<file path="src/rtl/dt_result_scan.sv">
// dt_result_scan: raster scan of the DT result map for peak, first peak address and counts.
// Build option: define DT_BORDER_SKIP_EN to scan only interior pixels (one-pixel border excluded).
module dt_result_scan #(
  parameter int AW    = 14,
  parameter int DW    = 8,
  parameter int IMG_W = 128
) (
  input  logic          clk,
  input  logic          reset,
  input  logic          start,
  output logic          res_rd,
  output logic [AW-1:0] res_addr,
  input  logic [DW-1:0] res_di,
  output logic          busy,
  output logic          done,
  output logic [DW-1:0] max_val,
  output logic [AW-1:0] max_addr,
  output logic [AW:0]   max_cnt,
  output logic [AW:0]   fg_cnt
);

  localparam int CW = $clog2(IMG_W);
`ifdef DT_BORDER_SKIP_EN
  localparam int FIRST_I = IMG_W + 1;
  localparam int LAST_I  = (1 << AW) - IMG_W - 2;
`else
  localparam int FIRST_I = 0;
  localparam int LAST_I  = (1 << AW) - 1;
`endif
  localparam int COLEND_I = IMG_W - 2;

  localparam logic [AW-1:0] FIRST  = AW'(FIRST_I);
  localparam logic [AW-1:0] LAST   = AW'(LAST_I);
  localparam logic [CW-1:0] COLEND = CW'(COLEND_I);
  localparam logic [AW-1:0] A1     = AW'(1);
  localparam logic [AW-1:0] A3     = AW'(3);
  localparam logic [AW:0]   C1     = (AW+1)'(1);

  typedef enum logic [1:0] {
    S_IDLE, S_READ, S_DRAIN, S_FIN
  } state_t;

  state_t state_q, state_d;

  logic          rd_q, rd_d;
  logic [AW-1:0] addr_q, addr_d;
  logic          busy_q, busy_d;
  logic          done_q, done_d;

  logic          vld_q;
  logic [AW-1:0] pa_q;

  logic [DW-1:0] max_q, max_d;
  logic [AW-1:0] maddr_q, maddr_d;
  logic [AW:0]   mcnt_q, mcnt_d;
  logic [AW:0]   fg_q, fg_d;

  logic          accept;
  logic          last;
  logic [AW-1:0] step_a;

  assign accept = (state_q == S_IDLE) && start;
  assign last   = (addr_q == LAST);

  // Next raster address in the scan set
  always_comb begin
    step_a = addr_q + A1;
`ifdef DT_BORDER_SKIP_EN
    if (addr_q[CW-1:0] == COLEND) begin
      step_a = addr_q + A3;
    end
`endif
  end

  // State register
  always_ff @(posedge clk) begin
    if (reset) begin
      state_q <= S_IDLE;
    end else begin
      state_q <= state_d;
    end
  end

  // Next-state logic
  always_comb begin
    state_d = state_q;
    unique case (state_q)
      S_IDLE:  if (start) state_d = S_READ;
      S_READ:  if (last) state_d = S_DRAIN;
      S_DRAIN: state_d = S_FIN;
      S_FIN:   state_d = S_IDLE;
      default: state_d = S_IDLE;
    endcase
  end

  // Registered outputs derived from the upcoming state
  always_comb begin
    rd_d   = (state_d == S_READ);
    busy_d = (state_d == S_READ) || (state_d == S_DRAIN);
    done_d = (state_d == S_FIN);
    addr_d = addr_q;
    if (accept) begin
      addr_d = FIRST;
    end else if (state_q == S_READ && !last) begin
      addr_d = step_a;
    end
  end

  // Control output registers
  always_ff @(posedge clk) begin
    if (reset) begin
      rd_q   <= 1'b0;
      addr_q <= '0;
      busy_q <= 1'b0;
      done_q <= 1'b0;
    end else begin
      rd_q   <= rd_d;
      addr_q <= addr_d;
      busy_q <= busy_d;
      done_q <= done_d;
    end
  end

  // Read-return pipeline: address travels with the RAM latency
  always_ff @(posedge clk) begin
    if (reset) begin
      vld_q <= 1'b0;
      pa_q  <= '0;
    end else begin
      vld_q <= rd_q;
      pa_q  <= addr_q;
    end
  end

  // Accumulator update for each returned datum
  always_comb begin
    max_d   = max_q;
    maddr_d = maddr_q;
    mcnt_d  = mcnt_q;
    fg_d    = fg_q;
    if (accept) begin
      max_d   = '0;
      maddr_d = '0;
      mcnt_d  = '0;
      fg_d    = '0;
    end else if (vld_q) begin
      if (res_di > max_q) begin
        max_d   = res_di;
        maddr_d = pa_q;
        mcnt_d  = C1;
      end else if (res_di == max_q && res_di != '0) begin
        mcnt_d = mcnt_q + C1;
      end
      if (res_di != '0) begin
        fg_d = fg_q + C1;
      end
    end
  end

  // Accumulator registers
  always_ff @(posedge clk) begin
    if (reset) begin
      max_q   <= '0;
      maddr_q <= '0;
      mcnt_q  <= '0;
      fg_q    <= '0;
    end else begin
      max_q   <= max_d;
      maddr_q <= maddr_d;
      mcnt_q  <= mcnt_d;
      fg_q    <= fg_d;
    end
  end

  assign res_rd   = rd_q;
  assign res_addr = addr_q;
  assign busy     = busy_q;
  assign done     = done_q;
  assign max_val  = max_q;
  assign max_addr = maddr_q;
  assign max_cnt  = mcnt_q;
  assign fg_cnt   = fg_q;

endmodule
</file>
<file path="config.mk">
export PLATFORM = sky130hd
export DESIGN_NAME = dt_result_scan
export DESIGN_NICKNAME = d
export VERILOG_FILES = /design/src/rtl/dt_result_scan.sv
export SDC_FILE = /design/constraint.sdc
export NUM_CORES = 1
export LEC_CHECK = 0
export ABC_AREA = 1
export CORE_MARGIN = 3
export CORE_UTILIZATION = 45
export CTS_CLUSTER_SIZE = 40
export DETAILED_ROUTE_END_ITERATION = 12
export GPL_TIMING_DRIVEN = 0
export PLACE_DENSITY = 0.78
export SLEW_MARGIN = 20
export SYNTH_ARGS = -nofsm -noshare
export SYNTH_HDL_FRONTEND = slang
export SYNTH_SLANG_ARGS = --single-unit
export TNS_END_PERCENT = 30
</file>
<file path="constraint.sdc">
create_clock -name clk -period 1.7 [get_ports clk]
set_input_delay 0.51 -clock clk [delete_from_list [all_inputs] [get_ports clk]]
set_output_delay 0.51 -clock clk [all_outputs]
set_load 0.01 [all_outputs]
</file>
# [After elaboration in Yosys (flattened, before gate mapping)]
# Index checks and enable logic that the tools add are counted.
[word_totals] ff_bits=86 input_bits=11 wordCells=40
[classes] addsub=3 n_lt_le_gt_ge=1 eq_ne=8 muxes=5 reduce_logical=12
[op_table] operator="adder 15 x 1 -> 15 bit (second input constant)" count=2
[op_table] operator="2-to-1 mux 15 bit" count=2
[op_table] operator="adder 14 x 1 -> 14 bit (second input constant)" count=1
[op_table] operator="equality test 14 bit (second input constant)" count=1
[op_table] operator="equality test 2 bit (second input constant)" count=4
[op_table] operator="equality test 8 bit" count=1
[op_table] operator="> comparator 8 bit" count=1
[op_table] operator="case mux 2 bit (4 select lines)" count=1
[op_table] operator="nonzero test 8 bit" count=1
[op_table] operator="AND reduction 2 bit" count=3
[op_table] operator="equality test 2 x 1 -> 1 bit (second input constant)" count=2
[op_table] operator="2-to-1 mux 2 bit" count=2
[op_table] operator="logical AND 1 bit" count=3
[op_table] operator="logical NOT 2 bit" count=1
[op_table] operator="nonzero test 2 bit" count=1
[op_table] operator="OR reduction 2 bit" count=1
[op_table] operator="logical NOT 1 bit" count=1
[op_table] operator="logical OR 1 bit" count=1

# [Depth between registers and ports, before layout]
# Gate-level depths: netlist (run 1).
[depth] ltp_word=5 ltp_mapped=14

# [Worst setup path after synthesis (run 1)]
# OpenSTA, ideal clock, no wires.
[synth_path] path_type="input port to flip-flop" start="input port res_di[7]" end="register maddr_q[0] (netlist: max_addr[0])" setup_time_ns=0.132 arrival_time_ns=1.696 required_time_ns=1.568 path_slack_ns=-0.128 cell_stages=9 cell_sequence="ha_1 -> a21o_1 -> nor2_1 -> nand2_4 -> nand2_2 -> inv_2 -> buf_4 -> nand3_1 -> a21oi_1"
[synth_via] elab_chain_len=2
[synth_lines] item="from (decl)" line="13" source="input logic [DW-1:0] res_di,"
[synth_lines] item="> comparator 8 bit" line="147" source="if (res_di > max_q) begin"
[synth_lines] item="AND reduction 2 bit (no source line)"
[synth_lines] item="to (signal assigned)" line="169" source="maddr_q <= maddr_d;"
[synth_lines] item="to (decl)" line="54" source="logic [AW-1:0] maddr_q, maddr_d;"
# No other way between the ends.
# A chain may end at the register's enable or synchronous reset.

# [Worst setup path in the final report (run 1)]
[layout_path] start="register max_q[7] (netlist: max_val[7])" end="register mcnt_q[5] (netlist: max_cnt[5])"
[layout_via] elab_chain_len=4 elab_cells_between_ends=6 cone_classes="1 x order compare; 1 x eq/ne; 1 x mux; 3 x reduce/logical"
[layout_lines] item="from (decl)" line="53" source="logic [DW-1:0] max_q, max_d;"
[layout_lines] item="from (signal assigned)" line="168" source="max_q <= max_d;"
[layout_lines] item="branches (longest 4 deep; another with > comparator 8 bit)"
[layout_lines] item="to (signal assigned)" line="170" source="mcnt_q <= mcnt_d;"
[layout_lines] item="to (decl)" line="55" source="logic [AW:0] mcnt_q, mcnt_d;"
# Several ways; the timed one is not identified.

==> results of run 1 <==
synthesized netlist by cell type, drive strengths merged:
master / n / area, sq um
xnor2: 1 / 8.760
a21o: 1 / 7.510
nor3: 11 / 55.05
nand3: 46 / 252.8
a31oi: 2 / 12.51
or2: 2 / 12.51
clkbuf: 7 / 26.28
and2: 1 / 6.260
xor2: 11 / 96.34
inv: 63 / 236.5
a21oi: 65 / 332.8
nor2: 81 / 332.8
nand2: 147 / 569.3
o21bai: 1 / 7.510
buf: 13 / 108.9
ha: 12 / 150.1
dfxtp: 86 / 1722
o21ai: 20 / 103.9
nand4: 8 / 56.30
cells in the final DEF, fill, tap and decap left out, types with 12 or more instances in the layout:
cell type | synthesis | final
buf_4 | 3 | 23
nand3_1 | 43 | 39
nor2_1 | 75 | 68
dfxtp_2 | 0 | 33
o21ai_0 | 18 | 15
nand2_1 | 144 | 124
a21oi_2 | 2 | 28
inv_1 | 60 | 52
buf_6 | 3 | 12
dfxtp_1 | 86 | 51
nand2_2 | 1 | 15
a21oi_1 | 63 | 35
dlygate4sd2_1 | 0 | 68
logic make-up (layout without fill, tap and decap cells):
| group | Yosys count | in the layout | synth area share, % |
|---|---|---|---|
| AND/OR/NAND/NOR | 296 | 296 | 31.36 |
| XOR/XNOR | 12 | 12 | 2.565 |
| adder cells (fa/ha/maj) | 12 | 12 | 3.664 |
| flip-flops | 86 | 86 | 42.02 |
| AO/OA/AOI/OAI | 89 | 89 | 11.33 |
| buffers and inverters | 83 | 210 | 9.069 |
critical path, delay by kind of cell, from the launching register on:
family	cells	cell delay, ps
AOI/OAI and AO/OA	1	60
DFF	1	370
adders and majority gates	1	270
buffers and inverters	3	420
and+or+nand+nor	6	590
routing by layer:
metal,vias up,track usage [%],routed length (um)
met5,-,0,0
met4,0,6.646,249
met3,29,4.339,867
met2,187,38.13,6207
met1,2007,29.01,5028
li1,2094,-,-
sequential cells by signal, summed over array words and instances, names as in the netlist:
signal / cells
fg_cnt: 15
state_q: 2
done: 1
pa_q: 14
res_addr: 14
res_rd: 1
vld_q: 1
max_addr: 14
busy: 1
max_val: 8
max_cnt: 15
worst max path at each step:
| stage | endpoint | slack (ps) |
|---|---|---|
| finish | max_cnt[5] | -140 |
| global route | max_cnt[6] | -210 |
| CTS | max_cnt[1] | -90 |
| detailed placement | max_addr[9] | -780 |
| global placement | max_val[4] | -730 |
| floorplan | max_addr[0] | -10 |
layout make-up:
class | instances | area share, %
Tap cell | 108 | 2.274
Multi-Input combinational cell | 409 | 40.84
Clock inverter | 7 | 1.242
Sequential cell | 86 | 29.79
Timing Repair Buffer | 111 | 16.95
Clock buffer | 9 | 2.084
Buffer | 20 | 2.674
Inverter | 63 | 4.147
per-stage QoR:
stage	util (%)	area, sq um	cells
final	67.82	5943	813
after global routing	67.82	5943	813
after CTS	65.22	5715	800
after detailed placement	59.05	5175	765
after global placement	59.05	5175	765
after floorplan	-	4249	578
report_power, final:
group          internal [mW]  leakage (nW)  total [mW]  switching (mW)
clock network          0.580         0.101        1.43           0.848
logic                  0.206          1.68       0.508           0.301
registers               2.04         0.713        2.05          0.0166
repair_timing:
| action | in CTS | in global routing |
|---|---|---|
| pin swaps | 14 | 19 |
| hold buffers | 0 | 0 |
| gates resized for setup | 183 | 43 |
| cloned | 4 | 0 |
| setup endpoints to repair | 135 | 47 |
| setup buffers | 15 | 14 |
==> metrics.cfg, run 1 <==
[worst_setup_path]
worstReg2RegEnd = max_cnt[5]
endpoint_kind = flop
startpoint = max_val[7]
cp_data_arrival_time_ps = 2080
critPathMaxStageDelay_ps = 370
path_class = flop to flop
cp-start-kind = flop
reg2regPathDepth = 11
rrSetupSlack_ps = -140
worstPathRequired_ps = 1940
path_cells = inv_2, ha_4, nand2_4, nor2_4, nand4_4, buf_4, nand3_4, nand3_4, buf_4, nand2_1, a21oi_2
cp_slowest_cell = dfxtp_2
rr_startpoint = max_val[7]
worst-path-max-fanout = 5

[cts]
clkTransAtPathRegs_ps = 100
cts_sinks = 86
cts_tree = done
clock_latency_ps = 360
cts_root_buf = clkbuf_8
cts_buffers = 9
cts_max_level = 3
clockBufferDepth = 2

[global_routing]
grt_pass1_vias = 4020
overflow = 0
grt_use_total_pct = 22.48
grt_pass1_wl_um = 18690
antenna_found_initial = 0
grt_max_degree = 19

[placement]
place_ws_ps = -778.3
hpwl_um = 7948
gp_congestion = 0.9182
port_buffers = 79

[layout]
syn_to_final_growth_pct = 45.04
seq_area_sq_um = 1770
diodes = 0
drive_gt1_share_pct = 28.65
final_nets = 723
multi_input_area_sq_um = 2427
fillers = 693

[routing]
drt_iter0_drc = 256
ant_nets = 0
dr.pass1.iters = 5
drc = 0
wl_per_cell_um = 15.20
detail_route.vias_per_cell = 5.310
vias = 4317
wirelength_um = 12350

[synthesis]
yosysUniqueCellTypes = 34
synth_cells = 578
seq_area_frac_synth_pct = 42.02
synth_warnings = 0
syn_avg_cell_area_sq_um = 7.089
ys_ff_latch = 86
synth_nets = 601
netlist_area_sq_um = 4098

[floorplanning]
fp.dieW_um = 101.4
die_y_um = 101.4
core-area_sq_um = 8763
core.rowCount = 34
initial_core_util_pct = 46.76
io_pins = 80
dieArea_sq_um = 10290

[outcome]
status = finished with violations
violations = negative setup slack

[timing]
holdWs_ps = 437.6
fin_ws_ps = -141.8
post-route-period-util_pct = 108.3
finalSetupViolCount = 37
worst_pin_slew_ps = 535.2
skew_ps = 7.237
rsz0062_at_grt = true
finalHoldViolations = 0
slew_viol_final = 0
fin_crit_ps = 1842
max_freq_ghz = 0.5429
slew_headroom_pct = 64.32
tns_ps = -2772

[min_path]
min_path_cells = 2
hold_end = vld_q
hp-class = flop to flop
hold_start = res_rd

[power]
power_mw = 3.987
leakage_nw = 2.493
ir_worst_vdd_mv = 0.4680
power_density_nw_per_um2 = 670.8

[run]
drv_cap = 0

Power figures use the tool's default switching activity.
==> run 2, diff against run 1 <==
--- a/config.mk
+++ b/config.mk
@@ -10,6 +10,7 @@
 export CORE_UTILIZATION = 45
 export CTS_CLUSTER_SIZE = 40
 export DETAILED_ROUTE_END_ITERATION = 12
+export GPL_ROUTABILITY_DRIVEN = 0
 export GPL_TIMING_DRIVEN = 0
 export PLACE_DENSITY = 0.78
 export SLEW_MARGIN = 20
==> run 2 against run 1 <==
Hold slack got worse by 3.9 ps. Non-clock buffer count unchanged. Register-to-register slack got worse by 60 ps. Critical path type unchanged. The flow still finishes with violations (negative setup slack). Critical path depth increased by 2. Utilization increased by 1.4 points. Die area unchanged. Highest routed layer unchanged. Flip-flop and latch count unchanged. Via count increased by 0.44%. Clock skew increased by 9.1 ps. Maximum frequency decreased by 3.1%.
==> metrics.cfg, run 2 (synthesis results as in run 1) <==
[outcome]
status = finished with violations  ; unchanged
violations = negative setup slack  ; unchanged

[routing]
wl_per_cell_um = 15.74  ; was 15.20 um
wirelength_um = 12800  ; was 12350 um
detail_route.vias_per_cell = 5.333  ; was 5.310
drt_iter0_drc = 289  ; was 256
drc = 0  ; unchanged
ant_nets = 0  ; unchanged
vias = 4336  ; was 4317
dr.pass1.iters = 6  ; was 5

[layout]
multi_input_area_sq_um = 2482  ; was 2427 sq um
diodes = 0  ; unchanged
syn_to_final_growth_pct = 48.00  ; was 45.04%
final_cell_mix = nand2_1 (116), nor2_1 (69), dlygate4sd2_1 (69)  ; was nand2_1 (124), nor2_1 (68), dlygate4sd2_1 (68)
mostFrequentLayoutCell = nand2_1  ; unchanged
drive_gt1_share_pct = 29.79  ; was 28.65%
fillers = 665  ; was 693
final_nets = 723  ; unchanged
seq_area_sq_um = 1768  ; was 1770 sq um

[floorplanning]
fp.dieW_um = 101.4  ; unchanged
die_y_um = 101.4  ; unchanged
initial_core_util_pct = 46.76  ; unchanged
dieArea_sq_um = 10290  ; unchanged
core.rowCount = 34  ; unchanged
core-area_sq_um = 8763  ; unchanged
io_pins = 80  ; unchanged

[cts]
postCtsHoldBufs = 0  ; unchanged
clock_latency_ps = 370  ; was 360 ps
cts_sinks = 86  ; unchanged
cts_max_level = 3  ; unchanged
cts_root_buf = clkbuf_8  ; unchanged
cts_buffers = 9  ; unchanged
clkTransAtPathRegs_ps = 100  ; about the same
cts_tree = done  ; unchanged
clockBufferDepth = 2  ; unchanged

[placement]
place_ws_ps = -771.2  ; was -778.3 ps
port_buffers = 79  ; unchanged
hpwl_um = 8022  ; was 7948 um

[worst_setup_path]
cp_data_arrival_time_ps = 2190  ; was 2080 ps
cp_slowest_cell = dfxtp_4  ; was dfxtp_2
worst-path-max-fanout = 7  ; was 5
critPathMaxStageDelay_ps = 380  ; was 370 ps
path_class = flop to flop  ; unchanged
endpoint_kind = flop  ; unchanged
worstPathRequired_ps = 1990  ; was 1940 ps
rrSetupSlack_ps = -200  ; was -140 ps
worst_path_most_repeated_cell = nand2_4
cp-start-kind = flop  ; unchanged
critPathBufInv = 5  ; was 3
path_cells = inv_2, ha_4, nand2_4, nor2_4, buf_4, nand2_4, nand2_4, buf_12, nand2_8, clkinv_8, buf_8, nand3_1, a21oi_2  ; was inv_2, ha_4, nand2_4, nor2_4, nand4_4, buf_4, nand3_4, nand3_4, buf_4, nand2_1, a21oi_2
crit_family = buffers and inverters  ; was simple AND/OR/NAND/NOR gates

[global_routing]
overflow = 0  ; unchanged
grt_max_degree = 17  ; was 19
grt_pass1_wl_um = 20510  ; was 18690 um
grt_use_total_pct = 24.96  ; was 22.48%
grt_pass1_vias = 4375  ; was 4020
antenna_found_initial = 0  ; unchanged

[timing]
slew_viol_final = 0  ; unchanged
skew_ps = 16.36  ; was 7.237 ps
fin_ws_ps = -200.5  ; was -141.8 ps
max_freq_ghz = 0.5262  ; was 0.5429 GHz
finalHoldViolations = 0  ; unchanged
fin_crit_ps = 1900  ; was 1842 ps
slew_headroom_pct = 48.48  ; was 64.32%
finalSetupViolCount = 38  ; was 37
post-route-period-util_pct = 111.8  ; was 108.3%
rsz0062_at_grt = true  ; unchanged
worst_pin_slew_ps = 772.8  ; was 535.2 ps

[run]
drv_cap = 0  ; unchanged

[power]
leakage_nw = 2.489  ; was 2.493 nW
power_mw = 3.993  ; was 3.987 mW
power_density_nw_per_um2 = 658.4  ; was 670.8 nW/um^2
ir_worst_vdd_mv = 0.5147  ; was 0.4680 mV

[min_path]
hp-class = primary input to flop  ; was flop to flop

run 2: cell types whose count changed in the layout (fill, tap and decap cells not counted), sizes merged:
cell	change
clkbuf	+1
clkinvlp	+1
dlygate4sd2	+1
dlymetal6s2s	-1
inv	-2
run 2: cell type report:
type	count	area share (%)
Multi-Input combinational cell	409	40.93
Clock buffer	10	2.269
Sequential cell	86	29.15
Inverter	63	4.106
Clock inverter	6	0.8459
Tap cell	108	2.228
Buffer	20	2.723
Timing Repair Buffer	111	17.74
run 2: where the power goes:
group / total (mW) / internal (mW) / switching (mW)
Sequential: 2.05 / 2.03 / 0.0177
Clock: 1.38 / 0.592 / 0.788
Combinational: 0.564 / 0.240 / 0.323
run 2: path summary, 6_finish.rpt:
kind | start | to | depth (start not counted)
worst max-delay path | max_val[7] | max_addr[10] | 13
worst min-delay path | res_di[4] | max_val[4] | 3
worst max register to register | max_val[7] | max_addr[10] | 13
worst min register to register | res_rd | vld_q | 2
run 2: repair_timing:
item / in CTS / in global routing
cloned: 6 / 0
buffers inserted: 22 / 5
pin swaps: 28 / 16
endpoints found under the setup margin: 135 / 62
gates resized for setup: 198 / 42
run 2: metal layers:
metal	share of wire, %	track usage, %	up-vias
met5	0	0	-
met4	2.5	8.998	0
met3	4.6	5.303	39
met2	51	43.76	155
met1	41	30.04	2036
li1	-	-	2106
run 2: worst reg2reg max path: cells and delay by family, from the launching register on:
kind	cells	cell delay, ps
buf+inv	5	520
simple gates	6	480
flops	1	380
fa+ha+maj	1	270
compound gates	1	160
run 2: metrics by stage:
step,instance area [sq um],hold slack (ps),cells,setup TNS (ps),utilization [%]
2_1_floorplan,4249,442.3,578,-302.9,-
3_3_place_gp,5175,425.9,765,-41870,59.05
3_5_place_dp,5175,434.8,765,-42340,59.05
4_1_cts,5926,440.5,809,-2378,67.62
5_1_grt,6065,448.3,813,-8420,69.20
6_report,6065,433.7,813,-4719,69.20
